File: src/rtl/tetris_banner_pkg.sv
// tetris_banner_pkg
//   Shared definitions for the title banner: 4:4:4 colour type, the six
//   10x10 glyph bitmaps spelling "TETRIS" (bit 9 = leftmost column, row 0 =
//   top), the six-entry rotation palette and lookup helpers.
package tetris_banner_pkg;

  typedef logic [11:0] rgb_t;

  localparam int unsigned PKG_GLYPH_W    = 10;
  localparam int unsigned PKG_GLYPH_H    = 10;
  localparam int unsigned PKG_NUM_GLYPHS = 6;
  localparam int unsigned PKG_NUM_COLORS = 6;
  localparam int unsigned PKG_RW         = $clog2(PKG_GLYPH_H);
  localparam int unsigned PKG_PW         = $clog2(PKG_NUM_COLORS);

  typedef logic [PKG_GLYPH_W-1:0] glyph_row_t;
  typedef logic [0:PKG_GLYPH_H-1][PKG_GLYPH_W-1:0] glyph_bitmap_t;

  localparam glyph_bitmap_t GLYPH_T = {
    10'b1111111111, 10'b1111111111, 10'b0000110000, 10'b0000110000,
    10'b0000110000, 10'b0000110000, 10'b0000110000, 10'b0000110000,
    10'b0000110000, 10'b0000110000};

  localparam glyph_bitmap_t GLYPH_E = {
    10'b0111111110, 10'b0111111110, 10'b0110000000, 10'b0110000000,
    10'b0111111100, 10'b0111111100, 10'b0110000000, 10'b0110000000,
    10'b0111111110, 10'b0111111110};

  localparam glyph_bitmap_t GLYPH_R = {
    10'b0111111100, 10'b0111111110, 10'b0110000110, 10'b0110000110,
    10'b0111111100, 10'b0111111000, 10'b0110011000, 10'b0110001100,
    10'b0110000110, 10'b0110000110};

  localparam glyph_bitmap_t GLYPH_I = {
    10'b0111111110, 10'b0111111110, 10'b0000110000, 10'b0000110000,
    10'b0000110000, 10'b0000110000, 10'b0000110000, 10'b0000110000,
    10'b0111111110, 10'b0111111110};

  localparam glyph_bitmap_t GLYPH_S = {
    10'b0011111110, 10'b0111111110, 10'b0110000000, 10'b0111111100,
    10'b0011111110, 10'b0000000110, 10'b0000000110, 10'b0111111110,
    10'b0111111100, 10'b0000000000};

  localparam logic [0:PKG_NUM_COLORS-1][11:0] PALETTE = {
    12'hf00, 12'hf70, 12'hff0, 12'h7f0, 12'h0df, 12'he5f};

  // Row r of glyph g of the word "TETRIS"; zero outside the bitmap set.
  function automatic glyph_row_t glyph_bitmap_row(input int unsigned g,
                                                  input int unsigned r);
    glyph_row_t         row;
    logic [PKG_RW-1:0]  ri;
    row = '0;
    ri  = PKG_RW'(r);
    if (r < PKG_GLYPH_H) begin
      case (g)
        0:       row = GLYPH_T[ri];
        1:       row = GLYPH_E[ri];
        2:       row = GLYPH_T[ri];
        3:       row = GLYPH_R[ri];
        4:       row = GLYPH_I[ri];
        5:       row = GLYPH_S[ri];
        default: row = '0;
      endcase
    end
    return row;
  endfunction

  function automatic rgb_t palette_color(input int unsigned idx);
    logic [PKG_PW-1:0] pi;
    pi = PKG_PW'(idx % PKG_NUM_COLORS);
    return PALETTE[pi];
  endfunction

endpackage

File: src/rtl/banner_glyph_rom.sv
// banner_glyph_rom
//   Combinational glyph row lookup.
//   glyph : glyph index (0 = leftmost letter)
//   row   : bitmap row (0 = top)
//   bits  : GLYPH_W-bit row, bit GLYPH_W-1 = leftmost column; all zero when
//           glyph >= NUM_GLYPHS or row >= GLYPH_H.
module banner_glyph_rom
  import tetris_banner_pkg::*;
#(
  parameter int unsigned NUM_GLYPHS = 6,
  parameter int unsigned GLYPH_W    = 10,
  parameter int unsigned GLYPH_H    = 10,
  parameter int unsigned GW         = 3,
  parameter int unsigned RW         = 4
) (
  input  logic [GW-1:0]      glyph,
  input  logic [RW-1:0]      row,
  output logic [GLYPH_W-1:0] bits
);

  glyph_row_t src;

  always_comb begin
    bits = '0;
    src  = glyph_bitmap_row(32'(glyph), 32'(row));
    if ((32'(glyph) < NUM_GLYPHS) && (32'(row) < GLYPH_H)) begin
      // Left-align the stored bitmap into the configured glyph width.
      for (int unsigned i = 0; i < GLYPH_W; i++) begin
        if (i < PKG_GLYPH_W) bits[GLYPH_W-1-i] = src[PKG_GLYPH_W-1-i];
      end
    end
  end

endmodule

File: src/rtl/title_banner_renderer.sv
// title_banner_renderer
//   Two-stage pixel pipeline drawing the "TETRIS" title banner, each glyph
//   magnified by SCALE, with optional per-glyph colour rotation.
//   Clk          : clock, all state on rising edge
//   Reset        : asynchronous, active-high
//   DrawX/DrawY  : current pixel column/row
//   pixel_valid  : DrawX/DrawY valid this cycle
//   frame_start  : one-cycle pulse at start of each frame
//   banner_valid : pixel_valid delayed two cycles
//   banner_on    : pixel lies on a lit glyph bit
//   banner_rgb   : 4:4:4 colour, 12'h000 when banner_on = 0
//   Define BANNER_COLOR_CYCLE_EN to rotate the palette by one entry every
//   FRAMES_PER_STEP frames; otherwise frame_start is ignored.
module title_banner_renderer
  import tetris_banner_pkg::*;
#(
  parameter int unsigned NUM_GLYPHS      = 6,
  parameter int unsigned GLYPH_W         = 10,
  parameter int unsigned GLYPH_H         = 10,
  parameter int unsigned SCALE           = 3,
  parameter int unsigned ORIGIN_X        = 400,
  parameter int unsigned ORIGIN_Y        = 40,
  parameter int unsigned NUM_COLORS      = 6,
  parameter int unsigned FRAMES_PER_STEP = 30
) (
  input  logic       Clk,
  input  logic       Reset,
  input  logic [9:0] DrawX,
  input  logic [9:0] DrawY,
  input  logic       pixel_valid,
  input  logic       frame_start,
  output logic       banner_valid,
  output logic       banner_on,
  output rgb_t       banner_rgb
);

  localparam int unsigned GLYPH_PIX_W = GLYPH_W * SCALE;
  localparam int unsigned BOX_W       = NUM_GLYPHS * GLYPH_PIX_W;
  localparam int unsigned BOX_H       = GLYPH_H * SCALE;
  localparam int unsigned GW = (NUM_GLYPHS > 1) ? $clog2(NUM_GLYPHS) : 1;
  localparam int unsigned CW = (GLYPH_W    > 1) ? $clog2(GLYPH_W)    : 1;
  localparam int unsigned RW = (GLYPH_H    > 1) ? $clog2(GLYPH_H)    : 1;
  localparam int unsigned OW = (NUM_COLORS > 1) ? $clog2(NUM_COLORS) : 1;

  if (SCALE < 1 || SCALE > 8) begin : g_bad_scale
    $error("SCALE must be within 1..8");
  end

  // ---------------------------------------------------------------------
  // Colour rotation offset
  // ---------------------------------------------------------------------
  logic [OW-1:0] offset;

`ifdef BANNER_COLOR_CYCLE_EN
  localparam int unsigned FW = (FRAMES_PER_STEP > 1) ? $clog2(FRAMES_PER_STEP) : 1;

  logic [FW-1:0] frame_cnt;

  always_ff @(posedge Clk or posedge Reset) begin
    if (Reset) begin
      frame_cnt <= '0;
      offset    <= '0;
    end else if (frame_start) begin
      if (32'(frame_cnt) == FRAMES_PER_STEP - 1) begin
        frame_cnt <= '0;
        offset    <= (32'(offset) == NUM_COLORS - 1) ? '0 : offset + 1'b1;
      end else begin
        frame_cnt <= frame_cnt + 1'b1;
      end
    end
  end
`else
  localparam int unsigned unused_frames_per_step = FRAMES_PER_STEP;
  logic unused_frame_start;

  assign unused_frame_start = frame_start;
  assign offset             = '0;
`endif

  // ---------------------------------------------------------------------
  // Stage 1: box test and glyph/column/row decomposition
  // ---------------------------------------------------------------------
  logic [31:0]   x32, y32, dx, dy;
  logic          in_box;
  logic [GW-1:0] g_n;
  logic [CW-1:0] c_n;
  logic [RW-1:0] r_n;

  always_comb begin
    x32    = 32'(DrawX);
    y32    = 32'(DrawY);
    dx     = '0;
    dy     = '0;
    g_n    = '0;
    c_n    = '0;
    r_n    = '0;
    // Lower bounds are tested before any subtraction so an unsigned
    // wrap-around can never map a pixel left of/above the origin in-box.
    in_box = (x32 >= ORIGIN_X) && (x32 < ORIGIN_X + BOX_W) &&
             (y32 >= ORIGIN_Y) && (y32 < ORIGIN_Y + BOX_H);
    if (in_box) begin
      dx  = x32 - ORIGIN_X;
      dy  = y32 - ORIGIN_Y;
      g_n = GW'(dx / GLYPH_PIX_W);
      c_n = CW'((dx % GLYPH_PIX_W) / SCALE);
      r_n = RW'(dy / SCALE);
    end
  end

  logic          s1_valid;
  logic          s1_inbox;
  logic [GW-1:0] s1_g;
  logic [CW-1:0] s1_c;
  logic [RW-1:0] s1_r;
  logic [OW-1:0] s1_off;

  always_ff @(posedge Clk or posedge Reset) begin
    if (Reset) begin
      s1_valid <= 1'b0;
      s1_inbox <= 1'b0;
      s1_g     <= '0;
      s1_c     <= '0;
      s1_r     <= '0;
      s1_off   <= '0;
    end else begin
      s1_valid <= pixel_valid;
      s1_inbox <= pixel_valid & in_box;
      s1_g     <= g_n;
      s1_c     <= c_n;
      s1_r     <= r_n;
      s1_off   <= offset;
    end
  end

  // ---------------------------------------------------------------------
  // Stage 2: bitmap fetch, column select, colour
  // ---------------------------------------------------------------------
  logic [GLYPH_W-1:0] rom_bits;
  logic [GLYPH_W-1:0] rom_rev;
  logic               lit;
  rgb_t               glyph_rgb;

  banner_glyph_rom #(
    .NUM_GLYPHS (NUM_GLYPHS),
    .GLYPH_W    (GLYPH_W),
    .GLYPH_H    (GLYPH_H),
    .GW         (GW),
    .RW         (RW)
  ) u_rom (
    .glyph (s1_g),
    .row   (s1_r),
    .bits  (rom_bits)
  );

  always_comb begin
    // Reverse so that column index c addresses bit c directly.
    rom_rev = '0;
    for (int unsigned i = 0; i < GLYPH_W; i++) begin
      rom_rev[i] = rom_bits[GLYPH_W-1-i];
    end
    lit       = s1_valid & s1_inbox & rom_rev[s1_c];
    glyph_rgb = palette_color((32'(s1_g) + 32'(s1_off)) % NUM_COLORS);
  end

  always_ff @(posedge Clk or posedge Reset) begin
    if (Reset) begin
      banner_valid <= 1'b0;
      banner_on    <= 1'b0;
      banner_rgb   <= '0;
    end else begin
      banner_valid <= s1_valid;
      banner_on    <= lit;
      banner_rgb   <= lit ? glyph_rgb : '0;
    end
  end

endmodule

File: config.mk
export PLATFORM = sky130hd
export DESIGN_NAME = title_banner_renderer
export DESIGN_NICKNAME = d
export VERILOG_FILES = /design/src/rtl/tetris_banner_pkg.sv /design/src/rtl/banner_glyph_rom.sv /design/src/rtl/title_banner_renderer.sv
export SDC_FILE = /design/constraint.sdc
export NUM_CORES = 1
export LEC_CHECK = 0
export CAP_MARGIN = 20
export CORE_MARGIN = 10
export CORE_UTILIZATION = 46
export CTS_CLUSTER_DIAMETER = 50
export DETAILED_ROUTE_END_ITERATION = 12
export PLACE_DENSITY = 0.67
export SYNTH_ARGS = -nofsm -noshare
export SYNTH_HDL_FRONTEND = slang
export SYNTH_SLANG_ARGS = --single-unit
File: constraint.sdc
create_clock -name Clk -period 4.6 [get_ports Clk]
set_clock_uncertainty 0.2 [all_clocks]
set_input_delay 0.46 -clock Clk [delete_from_list [all_inputs] [get_ports Clk]]
set_output_delay 0.46 -clock Clk [all_outputs]
set_load 0.03 [all_outputs]
# After elaboration in Yosys (flattened, before gate mapping)
# Memory sizes are Yosys's and may differ from the RTL's.
# Index checks and enable logic that the tools add are counted.
[op_classes]
div = 6
n_addsub = 2
n_reduce_logical = 6
muxes = 21
n_eq_ne = 5
n_mul = 0
magnitude_cmp = 9
bitwise_logic = 5
shift = 0
[op_table]
columns = ["op", "n"]
rows = [
  ["$mux 10", 12],
  ["$div 32x2->32 const B", 2],
  ["$pmux 10 s5", 1],
  ["$mux 12", 3],
  ["$div 32x5->32 const B", 1],
  ["$mod 3x3->32 const B", 1],
  ["$mod 32x3->32 const B", 1],
  ["$mod 32x5->32 const B", 1],
  ["$sub 10x6->11 const B", 1],
  ["$sub 10x9->11 const B", 1],
  ["$ge 10x6->1 const B", 1],
  ["$ge 10x9->1 const B", 1],
  ["$lt 10x10->1 const B", 1],
  ["$lt 10x7->1 const B", 1],
  ["$mux 4", 2],
  ["$eq 3x2->1 const B", 2],
  ["$eq 3x3->1 const B", 2],
  ["$ge 5x5->1 const B", 1],
  ["$lt 4x5->1 const B", 1],
  ["$not 4->5", 1],
  ["$bmux 1 s4", 1],
  ["$ge 4x4->1 const B", 1],
  ["$logic_and 1x1->1", 4],
  ["$lt 4x4->1 const B", 1],
  ["other kinds (8)", 10],
]
[totals]
out_inout_bits = 14
mem_bits_ro = 896
latchBits = 0
mem_bits_rw = 0
wordCells = 68
in_bits = 24
memories = 6
reg_bits = 27
[memory_table]
columns = ["memory", "words", "word_bits", "rd", "rd_clocked_by_memory_dff", "wr", "line_no", "text"]
rows = [
  ["(name not given)", 16, 10, 1, 0, 0, "tetris_banner_pkg.sv:58", "2: row = GLYPH_T[ri];"],
  ["(name not given)", 16, 10, 1, 0, 0, "tetris_banner_pkg.sv:57", "1: row = GLYPH_E[ri];"],
  ["(name not given)", 16, 10, 1, 0, 0, "tetris_banner_pkg.sv:59", "3: row = GLYPH_R[ri];"],
  ["(name not given)", 16, 10, 1, 0, 0, "tetris_banner_pkg.sv:60", "4: row = GLYPH_I[ri];"],
  ["(name not given)", 16, 10, 1, 0, 0, "tetris_banner_pkg.sv:61", "5: row = GLYPH_S[ri];"],
  ["(name not given)", 8, 12, 1, 0, 0, "tetris_banner_pkg.sv:71", "return PALETTE[pi];"],
]

# Depth between registers and ports, before layout
[logic_depth]
ltp_word = 11
ltp_mapped = 29
depth_no_buf = 25

# Cells and area by module
# A second synthesis with hierarchy kept.
[hier_totals]
hier_cells = 543
hier_area_um2 = 4147.7
[modules_own_cells]
columns = ["mod", "instances", "cells_each", "seq_area_each_um2", "area_per_inst_um2"]
rows = [
  ["title_banner_renderer", 1, 487, 550.5, 3758.6],
  ["banner_glyph_rom", 1, 56, 0.0, 389.1],
]

# Worst setup path after synthesis
# No wires, ideal clock.
[synth_timing]
path_kind = "input port to flip-flop"
from = "in DrawX[4]"
to = "reg s1_c[1]"
setup_ns = 0.120
stages = 23
arrival_ns = 5.549
n_path_buf = 2
slack_ns = -1.269
t_required_ns = 4.280
path_cell_list = "buf_2 > clkinv_1 > ha_1 > or4_4 > nor3_2 > nor4_2 > o32a_4 > nand2_2 > mux2i_4 > mux2i_4 > xnor2_2 > and2_1 > ha_1 > clkbuf_1 > inv_1 > nor4_2 > o31ai_2 > o221ai_2 > a22oi_2 > a21o_1 > ha_1 > or3_1 > and3b_1"
[synth_between]
elab_chain_len = 5
elab_cells_between_ends = 9
classes_between = "1 x add/sub; 2 x div; 2 x order compare; 1 x mux; 3 x reduce/logical"
[synth_lines]
columns = ["element", "line_no", "text"]
rows = [
  ["from (decl)", "title_banner_renderer.sv:28", "input logic [9:0] DrawX,"],
  ["parallel branches: the longest is 4 deep, another holds $mod 32x5->32", "--", ""],
  ["$mux 4 *", "title_banner_renderer.sv:101", "if (in_box) begin"],
  ["net c_n[1]", "title_banner_renderer.sv:86", "logic [CW-1:0] c_n;"],
  ["to (signal assigned)", "title_banner_renderer.sv:129", "s1_c <= c_n;"],
  ["to (decl)", "title_banner_renderer.sv:113", "logic [CW-1:0] s1_c;"],
]
# Mark *: on every way through the listed nets, which the timed path passes.

# Worst setup path after layout
# Same ends and word-level chain as after synthesis.

==> metrics.md <==
| Metric | Value |
|---|---|
| Status | `complete, but fails checks` |
| Failing checks | `setup timing` |
| Worst Path Required | `4.55 ns` |
| Pwr/cell area | `244 nW/µm²` |
| Final worst path period need | `4.89 ns` |
| Gpl congestion | `~0.88` |
| Final Core Density | `0.682` |
| Max IR drop VDD | `0.000160 V` |
| Global-route wire length before repair | `18,200 µm` |
| Synthesized area | `3670 µm²` |
| First drt pass iteration count | `4` |
| Skew-Pair Late Insertion Delay | `0.26 ns` |
| Unrepaired setup endpoints after global routing | `true` |
| Final slew viol count | `0` |
| Number of flops mapped to enable cells by yosys | `0` |
| Leak | `2.23 nW` |
| DP Cell Count | `702` |
| Setup ws final | `-0.293 ns` |
| Crit path DAT | `4.84 ns` |
| Clock Tree Buf Depth | `2` |
| Initial antenna violation count | `0` |
| Synth top area share | `0.150` |
| Share of cells above drive strength 1 | `0.332` |
| Final Cycle Share | `1.06` |
| Dominant cell type by area after synthesis | `dfrtp_1` |
| Die Span Y | `109 µm` |
| Synth Warn # | `0` |
| Die footprint | `12,000 µm²` |
| Number of synthesized register bits | `22` |
| Crit path launch type | `primary input` |
| Starting density of the core | `0.475` |
| Vias per inst | `5.82` |
| Total congestion overflow | `0` |
| Cts bufs inserted | `3` |
| FFs w/ async S/R, synth | `1.00` |
| Worst-path fanout max | `7` |
| H-tree lvl count | `1` |
| Via count | `~4,200` |
| Core Region | `7730 µm²` |
| Drt initial violations | `229` |
| P&R area growth vs syn | `43.5%` |
| CTS root buffer | `clkbuf_8` |
| Vias in the first global route | `4,054` |
| Most instantiated cells after synthesis | `nor2_1 (50), a21oi_1 (38), nand2_1 (38), o21ai_0 (35), inv_1 (25)` |
| Synth top area cells | `dfrtp_1 (15%), ha_1 (5.5%), a21oi_1 (5.2%), nor2_1 (5.1%), o21ai_0 (4.8%)` |
| Port bufs | `36` |
| CTS tree | `done` |
| Antenna Cells | `0` |
| Setup Crit Path Kind | `in -> reg` |
| Post-synthesis sequential area ratio | `0.150` |
| Final Hold Viols | `0` |
| Synth Net Count | `539` |
| Top-count cell post-synth | `nor2_1` |
| Routed WL | `between 10,000 and 15,000 µm` |
| Count of different cell masters after synthesis | `95` |
| Final-report setup violation count | `2` |
| Nets | `662` |
| # DRC | `0` |
| Post-synth top flop | `dfrtp_1` |
| Max_slew headroom | `0.477` |
| Avg Inst Size Synth | `approximately 7.4 µm²` |
| Final antenna-violating net count | `0` |
| Actual slew at the worst max-slew pin | `0.784 ns` |
| Max_cap viols | `0` |
| CP Capture Type | `register` |
| Reg clk slew, reported paths | `0.08 ns` |
| Setup TNS | `-0.547 ns` |
| Number of cells produced by synthesis | `499` |
| Routed len/inst | `15.1 µm` |
| HP Class | `reg -> reg` |
| F_max | `around 200 MHz` |
| Fin cells | `723` |
| # rows | `32` |
| Largest net degree at the start of global routing | `23` |
| Clk sinks | `22` |
| Gr usage total | `0.177` |
| Die width | `109 µm` |
| IO Count | `38` |
| Detailed Place HPWL | `8470 µm` |
[worst max-delay path: stages]
cell	delay, ns
buf_8	0.09
clkinv_8	0.04
ha_4	0.16
or4_4	0.56
nor3_4	0.19
nor4_4	0.09
o32a_4	0.38
nand2_4	0.11
mux2i_4	0.31
mux2i_4	0.30
xnor2_2	0.15
and2_4	0.19
ha_4	0.23
buf_6	0.13
nand3_4	0.06
a211o_1	0.30
o221ai_2	0.07
a22oi_2	0.10
a21o_1	0.21
ha_4	0.18
or3_1	0.35
and3b_1	0.16
[metal layers]
layer	wire length (µm)	vias to the layer above	track usage	part of all wire
met2	5730	112	0.334	0.52
li1	-	2116	-	-
met1	4660	1971	0.211	0.43
met4	91	0	0.0344	0.0083
met5	0	-	0	0
met3	456	10	0.0187	0.042
[logic make-up after synthesis]
family | after synthesis | synth area share
AO/OA/AOI/OAI | 179 | 0.372
XOR/XNOR | 7 | 0.0187
adder cells (fa/ha/maj) | 16 | 0.0545
buffers and inverters | 61 | 0.0722
AND/OR/NAND/NOR | 203 | 0.290
flip-flops | 22 | 0.150
multiplexers | 11 | 0.0422
[flip-flops by register name (all words and copies together), names as in the netlist]
signal,cells
banner_rgb,7
s1_c,4
s1_r,4
s1_g,3
banner_on,1
banner_valid,1
s1_inbox,1
s1_valid,1
[power by group]
part	leakage [nW]	internal (mW)	total, mW	switching [mW]
combinational	1.89	0.461	0.911	0.450
sequential	0.303	0.195	0.196	0.00138
clock	0.0357	0.116	0.177	0.0611
[timing repair]
| action | 4_1_cts | 5_1_grt |
|---|---|---|
| hold buffers | 0 | 0 |
| pin swaps | 40 | 11 |
| endpoints found under the setup margin | 4 | 4 |
| gates resized for setup | 50 | 17 |
| setup buffers | 14 | 6 |
[stage by stage]
| stage | setup WS, ns | hold WS (ns) | instance area [µm²] | power [mW] |
|---|---|---|---|---|
| final | -0.293 | 0.193 | 5270 | 1.28 |
| after global routing | -0.453 | 0.210 | 5270 | 1.37 |
| after CTS | -0.226 | 0.195 | 5160 | 1.24 |
| after detailed placement | -1.23 | 0.174 | 4860 | 1.00 |
| after global placement | -1.03 | 0.171 | 4860 | 0.983 |
| after floorplan | -0.706 | 0.153 | 3820 | 0.723 |
[layout by cell type (no fill, tap or decap), types with 12 or more instances in the layout]
cell and n:
buf_4 111, clkdlybuf4s50_1 30, nor2b_1 13, nand2_1 33
nor3_1 22, ha_1 13, inv_1 23, dfrtp_1 22
nor2_1 48, o21ai_0 31, a21oi_1 36, nand2b_1 12
nand3_1 15
[final timing paths]
check | startpoint | endpoint | slack (ns) | cells past startpoint
hold / removal | s1_valid | banner_valid | 0.19 | 0
setup reg to reg | s1_g[0] | banner_rgb[11] | 1.33 | 13
min in group asynchronous | Reset | s1_g[2] | 0.45 | 2
max in group asynchronous | Reset | s1_g[0] | 3.26 | 2
hold reg to reg | s1_valid | banner_valid | 0.19 | 0
setup / recovery | DrawX[4] | s1_c[1] | -0.29 | 22
[layout make-up]
| type | count | area [µm²] |
|---|---|---|
| well taps | 102 | 128 |
| repair buffers | 153 | 1260 |
| inverters | 26 | 118 |
| flip-flops and latches | 22 | 551 |
| clock buffers | 3 | 41.3 |
| multi-input cells | 416 | 3140 |
| fillers | 614 | 2460 |
| clock inverters | 1 | 30.0 |
Note: power is estimated with default switching activity, not from simulation.
